===== config.mk =====
export PLATFORM = sky130hd
export DESIGN_NAME = rx_frame_ctrl
export DESIGN_NICKNAME = d
export VERILOG_FILES = /design/src/rtl/rx_frame_ctrl_pkg.sv /design/src/rtl/sat_counter.sv /design/src/rtl/rx_frame_ctrl.sv
export SDC_FILE = /design/constraint.sdc
export NUM_CORES = 1
export LEC_CHECK = 0
export ABC_AREA = 0
export CAP_MARGIN = 15
export CORE_MARGIN = 8
export CORE_UTILIZATION = 40
export DETAILED_ROUTE_END_ITERATION = 12
export GPL_TIMING_DRIVEN = 0
export PLACE_DENSITY = 0.79
export RECOVER_POWER = 100
export REMOVE_ABC_BUFFERS = 1
export SLEW_MARGIN = 20
export SYNTH_ARGS = -nofsm -noshare
export SYNTH_HDL_FRONTEND = slang
export SYNTH_SLANG_ARGS = --single-unit

===== constraint.sdc =====
create_clock -name clk -period 2.05 [get_ports clk]
set_input_delay 0.41 -clock clk [delete_from_list [all_inputs] [get_ports clk]]
set_output_delay 0.41 -clock clk [all_outputs]
set_load 0.01 [all_outputs]

===== src/rtl/rx_frame_ctrl_pkg.sv =====
// rx_frame_ctrl_pkg: shared types and constants for the receive frame sequencer
package rx_frame_ctrl_pkg;
  localparam int HDR_BYTES = 14;
  localparam logic [47:0] MAC_BCAST = 48'hFFFF_FFFF_FFFF;
  typedef struct packed {
    logic [47:0] dest_mac;
    logic [47:0] src_mac;
    logic [15:0] eth_type;
  } header_t;
  typedef enum logic [2:0] {IDLE, HDR, FILTER, PAYLOAD, DROP} rx_state_e;
endpackage


===== src/rtl/sat_counter.sv =====
// sat_counter: counter that increments on inc and sticks at all-ones
module sat_counter #(
  parameter int W = 16
) (
  input  logic         clk,
  input  logic         rst_n,
  input  logic         inc,
  output logic [W-1:0] cnt
);
  always_ff @(posedge clk or negedge rst_n)
    if (!rst_n) cnt <= '0;
    else if (inc && !(&cnt)) cnt <= cnt + 1'b1;
endmodule


===== src/rtl/rx_frame_ctrl.sv =====
// rx_frame_ctrl: sequences MAC rx bytes into header_reg, filters on dest MAC,
// forwards payload with its own framing and emits per-frame status and counters
module rx_frame_ctrl
  import rx_frame_ctrl_pkg::*;
#(
  parameter int MAX_PAYLOAD = 1500,
  parameter int CNT_W = 16
) (
  input  logic             clk,
  input  logic             rst_n,
  input  logic [7:0]       rx_axis_tdata,
  input  logic             rx_axis_tvalid,
  input  logic             rx_axis_tlast,
  input  logic             rx_axis_tuser,
  input  logic [111:0]     rx_header,
  input  logic [47:0]      cfg_mac,
  input  logic             cfg_promisc,
  output logic             header_en,
  output logic             hdr_valid,
  output logic [7:0]       pay_tdata,
  output logic             pay_tvalid,
  output logic             pay_tlast,
  output logic             pay_tuser,
  output logic             frame_good,
  output logic             frame_filt,
  output logic             frame_err,
  output logic [CNT_W-1:0] cnt_good,
  output logic [CNT_W-1:0] cnt_filt,
  output logic [CNT_W-1:0] cnt_err
);
  localparam int PW = $clog2(MAX_PAYLOAD + 1);
  localparam logic [PW-1:0] PAY_LAST = PW'(MAX_PAYLOAD - 1);
  rx_state_e state, state_nx;
  header_t hdr;
  logic [3:0] hdr_cnt;
  logic [PW-1:0] pay_cnt;
  logic drop_filt;
  logic accept, last_hdr, end_in, fwd, full, trunc;
  logic runt, filt_end, good_end, bad_end;
  logic st_good, st_filt, st_err;
  assign hdr = header_t'(rx_header);
  assign accept = cfg_promisc | hdr.dest_mac == cfg_mac | hdr.dest_mac == MAC_BCAST;
  assign last_hdr = hdr_cnt == 4'(HDR_BYTES - 1);
  assign end_in = rx_axis_tvalid & rx_axis_tlast;
  assign full = pay_cnt == PAY_LAST;
  always_ff @(posedge clk or negedge rst_n)
    if (!rst_n) state <= IDLE;
    else state <= state_nx;
  always_comb begin
    state_nx = state;
    unique case (state)
      IDLE:    state_nx = rx_axis_tvalid && !rx_axis_tlast ? HDR : IDLE;
      HDR:     state_nx = !rx_axis_tvalid ? HDR : rx_axis_tlast ? IDLE : last_hdr ? FILTER : HDR;
      FILTER:  state_nx = end_in ? IDLE : (accept && !trunc) ? PAYLOAD : DROP;
      PAYLOAD: state_nx = end_in ? IDLE : trunc ? DROP : PAYLOAD;
      DROP:    state_nx = end_in ? IDLE : DROP;
      default: state_nx = IDLE;
    endcase
  end
  always_comb begin
    header_en = rx_axis_tvalid & (state == IDLE | state == HDR);
    hdr_valid = state == FILTER & accept;
    fwd = rx_axis_tvalid & (state == PAYLOAD | hdr_valid);
    trunc = fwd & ~rx_axis_tlast & full;
    runt = end_in & (state == IDLE | state == HDR);
    filt_end = end_in & ((state == FILTER & ~accept) | (state == DROP & drop_filt));
    good_end = fwd & rx_axis_tlast & ~rx_axis_tuser;
    bad_end = (fwd & rx_axis_tlast & rx_axis_tuser) | trunc;
  end
  // status is staged twice so every frame end reports one cycle after pay_tlast timing
  always_ff @(posedge clk or negedge rst_n)
    if (!rst_n) begin
      hdr_cnt <= '0;
      pay_cnt <= '0;
      drop_filt <= 1'b0;
      pay_tdata <= '0;
      pay_tvalid <= 1'b0;
      pay_tlast <= 1'b0;
      pay_tuser <= 1'b0;
      {st_good, st_filt, st_err} <= '0;
      {frame_good, frame_filt, frame_err} <= '0;
    end else begin
      hdr_cnt <= state == IDLE ? {3'b0, rx_axis_tvalid} : (state == HDR && rx_axis_tvalid) ? hdr_cnt + 1'b1 : hdr_cnt;
      pay_cnt <= state == IDLE ? '0 : fwd ? pay_cnt + 1'b1 : pay_cnt;
      drop_filt <= state == FILTER ? ~accept : drop_filt;
      pay_tdata <= fwd ? rx_axis_tdata : pay_tdata;
      pay_tvalid <= fwd;
      pay_tlast <= fwd & (rx_axis_tlast | full);
      pay_tuser <= fwd & (rx_axis_tlast ? rx_axis_tuser : full);
      {st_good, st_filt, st_err} <= {good_end, filt_end, runt | bad_end};
      {frame_good, frame_filt, frame_err} <= {st_good, st_filt, st_err};
    end
  sat_counter #(.W(CNT_W)) u_cnt_good (.clk(clk), .rst_n(rst_n), .inc(frame_good), .cnt(cnt_good));
  sat_counter #(.W(CNT_W)) u_cnt_filt (.clk(clk), .rst_n(rst_n), .inc(frame_filt), .cnt(cnt_filt));
  sat_counter #(.W(CNT_W)) u_cnt_err  (.clk(clk), .rst_n(rst_n), .inc(frame_err),  .cnt(cnt_err));
endmodule


==> flow_metrics.env <==
export IMPL_outcome="completed"
export IMPL_p_switching_w=0.0009880
export IMPL_hp_class="flip-flop to flip-flop"
export IMPL_place_ws_ns=-1.152
export IMPL_clockBufferDepth=2
export IMPL_post_route_period_util_pct=98.98
export IMPL_place_congestion=0.8785
export IMPL_rows=38
export IMPL_cts_buffers=9
export IMPL_required_ns=1.64
export IMPL_post_dp_hpwl_um=10650
export IMPL_cp_num_buf_inv=2
export IMPL_antenna_found_initial=0
export IMPL_core_um2=10840
export IMPL_drt_iter0_drc=288
export IMPL_io_pins=238
export IMPL_hold_depth=0
export IMPL_drv_slew=0
export IMPL_setup_viol=0
export IMPL_chipHeight_um=121.3
export IMPL_ys_seq_area_share_pct=47.36
export IMPL_clkSinkCount=84
export IMPL_num_vias=4206
export IMPL_reg2regPathDepth=7
export IMPL_syn_area_per_cell_um2=9.669
export IMPL_startpoint_type="input pin"
export IMPL_endpoint_kind="output port"
export IMPL_yosysWarnings=0
export IMPL_die_x_um=121.3
export IMPL_routed_via_density=5.231
export IMPL_seqPwrFrac_pct=49.3
export IMPL_cp_num_cells=7
export IMPL_hold_viol=0
export IMPL_fin_crit_ns=2.029
export IMPL_regToRegStartpoint="u_cnt_err.cnt[4]$_DFFE_PN0P_"
export IMPL_p_leak_nw=3.190
export IMPL_crit_type="input pin to output port"
export IMPL_drv_cap=0
export IMPL_slew_headroom_pct=48.86
export IMPL_r2r_slack_ns=0.09
export IMPL_wirelength_um=13650
export IMPL_synth_edf_count=0
export IMPL_nets=840
export IMPL_p_per_area_nw_per_um2=557.8
export IMPL_postPlaceCellArea_um2=6339
export IMPL_clockPowerShare_pct=31.2
export IMPL_reg2reg_to="u_cnt_err.cnt[14]$_DFFE_PN0P_"
export IMPL_yosysUniqueCellTypes=42
export IMPL_cts_root_buf="clkbuf_8"
export IMPL_post_drt_wl_per_cell_um=16.98
export IMPL_start_util_pct=40.94
export IMPL_layout_drive_gt1_share_pct=24.25
export IMPL_cts_tree="built"
export IMPL_min_from="st_err$_DFF_PN0_"
export IMPL_peakVddDrop_v=0.0003758
export IMPL_grt_max_degree=60
export IMPL_io_buffers=173
export IMPL_ys_seq_elements=84
export IMPL_htreeDepth=3
export IMPL_rsz0062_at_grt="yes"
export IMPL_die_area_um2=14720
export IMPL_ant_nets=0
export IMPL_max_slew_worst_pin_slew_ns=0.7613
export IMPL_ys_dominant_reg_cell="dfrtp_1"
export IMPL_min_to="frame_err$_DFF_PN0_"
export IMPL_netlist_instances=459
export IMPL_diodes=0
export IMPL_crit_slowest_cell="nor4_2"
export IMPL_switching_share_pct=26.75
export IMPL_skew_ns=0.01320
export IMPL_worstPathMaxFanout=2
export IMPL_grt_use_total_pct=18.30
export IMPL_syn_to_final_growth_pct=49.17
export IMPL_combPwrFrac_pct=19.5
export IMPL_grt_overflow=0
export IMPL_path_delay_family="simple AND/OR/NAND/NOR gates"
export IMPL_syn_cell_area_um2=4438
export IMPL_drc=0
export IMPL_cts_clk_slew_worst_paths_ns=0.08
export IMPL_clock_fmax_ghz=0.4928
export IMPL_clock_latency_ns=0.35
export IMPL_finalInstanceArea_um2=6620
export IMPL_cp_slowest_stage_delay_ns=0.33
export IMPL_synthArstFlopShare_pct=100.0
export IMPL_first_global_vias=4486
export IMPL_firstDrtPassIters=5
export IMPL_grt_first_pass_wirelength_um=22000
export IMPL_n_fill_cell=938
export IMPL_finalWorstSetupSlack_ns=0.02098
export IMPL_critical_path_arrival_ns=1.62
export IMPL_intPower_w=0.002705
export IMPL_crit_chain="buf_6, xnor2_2, nand4_1, nor4_2, a31oi_2, a21oi_1, buf_2"
power by group through the flow:
stage | Combinational [W] | Clock, W | Sequential [W]
after CTS | 0.000743 | 0.00119 | 0.00182
after global placement | 0.000723 | 0 | 0.00185
after detailed placement | 0.000742 | 0 | 0.00186
after global routing | 0.000787 | 0.00127 | 0.00184
final | 0.000719 | 0.00115 | 0.00182
after floorplan | 0.000241 | 0 | 0.00187
layout by cell type, fill, tap and decap left out, drive strengths merged, types with 3 or more instances in the layout:
cell type,n
nor4,7
xor2,12
xnor2,76
dfrtp,84
and4,3
buf,41
or3,4
mux2i,3
nand2b,3
nor3,4
ha,6
a31oi,5
mux2,3
clkdlybuf4s50,15
o21a,3
a21oi,11
nor2,24
nand4,43
inv,11
nand2,83
nand3,19
clkinv,3
o31ai,5
clkbuf,68
clkdlybuf4s15,19
and2,7
and3,11
dlygate4sd3,59
o21ai,10
synth_stat cells (all sizes together), types with 4 or more instances:
cell type	n	area share (%)
o31ai	5	1.3
and3	11	1.6
or3	4	0.56
and2	7	0.99
nor4	7	0.99
dfrtp	84	47
nor3	4	0.45
nand3	19	2.1
ha	6	1.7
nand4	43	6.1
clkbuf	4	0.34
xor2	12	2.4
a21oi	11	1.2
nor2	24	2.0
xnor2	76	15
inv	12	1.0
a31oi	5	0.70
o21ai	10	1.1
nand2	83	7.0
cell families (layout without fill, tap and decap cells):
| family | after synthesis | in the layout | share of synthesized area [%] |
|---|---|---|---|
| DFF | 84 | 84 | 47.36 |
| and+or+nand+nor | 215 | 215 | 24.11 |
| AOI/OAI and AO/OA | 42 | 43 | 6.315 |
| buffers and inverters | 18 | 222 | 1.719 |
| xor gates and xnor gates | 88 | 88 | 17.37 |
| muxes | 6 | 6 | 1.438 |
| adders and majority gates | 6 | 6 | 1.692 |
registers in the layout (all words and copies together) (netlist names), 3 cells and up:
| signal | cells |
|---|---|
| u_cnt_filt.cnt | 16 |
| pay_tdata | 8 |
| hdr_cnt | 4 |
| u_cnt_err.cnt | 16 |
| pay_cnt | 11 |
| state | 3 |
| u_cnt_good.cnt | 16 |
stage by stage:
| step | setup TNS [ns] | total power, W | util [%] | instances | hold slack [ns] |
|---|---|---|---|---|---|
| after floorplan | -0.2155 | 0.002110 | - | 453 | 0.1144 |
| after global placement | -216.40 | 0.002574 | 58.24 | 766 | 0.3369 |
| after detailed placement | -22.71 | 0.002607 | 58.47 | 767 | 0.3364 |
| after CTS | -0.04227 | 0.003759 | 62.17 | 800 | 0.3557 |
| after global routing | -0.5447 | 0.003890 | 61.07 | 804 | 0.3635 |
| final | 0 | 0.003693 | 61.07 | 804 | 0.3521 |
worst register-to-register path, stage by stage (launching register included):
cell and delay [ns]:
dfrtp_1 0.41, and4_1 0.25, and3_1 0.23, nand4_1 0.13
o31a_1 0.29, and2b_1 0.23, nor3b_1 0.17, xor2_1 0.13
how the worst max path moves through the flow:
stage             startpoint                  endpoint  slack [ns]
2_1_floorplan    cfg_mac[12]    pay_cnt[3]$_DFFE_PN0P_       -0.09
3_3_place_gp           rst_n  pay_tdata[3]$_DFFE_PN0P_       -2.34
3_5_place_dp   rx_header[75]    pay_cnt[3]$_DFFE_PN0P_       -1.15
4_1_cts           cfg_mac[5]                 hdr_valid       -0.04
5_1_grt        rx_header[83]                 hdr_valid       -0.09
6_report       rx_header[83]                 hdr_valid        0.02
final cells by class:
| cell class | count | area, um2 | share of cell area (%) |
|---|---|---|---|
| inverters | 12 | 48.80 | 0.7371 |
| clock inverters | 5 | 52.55 | 0.7938 |
| repair buffers | 195 | 1568 | 23.68 |
| flip-flops and latches | 84 | 2106 | 31.81 |
| well taps | 140 | 175.2 | 2.646 |
| clock buffers | 10 | 137.6 | 2.079 |
| multi-input cells | 358 | 2532 | 38.25 |
routing by layer:
layer,vias up,part of all wire (%),GRT usage [%]
met5,-,0,0
met2,183,51,33.73
met3,19,9.8,7.166
met4,0,1.8,4.934
met1,1996,38,18.76
li1,2008,-,-
repair_timing:
item	in CTS	in global routing
setup buffers	16	4
hold buffers	1	0
gates resized for setup	197	171
hold endpoints to repair	25	0
endpoints found under the setup margin	34	46
pin swaps	72	62
gates cloned	1	0
Note: power is estimated with default switching activity, not from simulation.
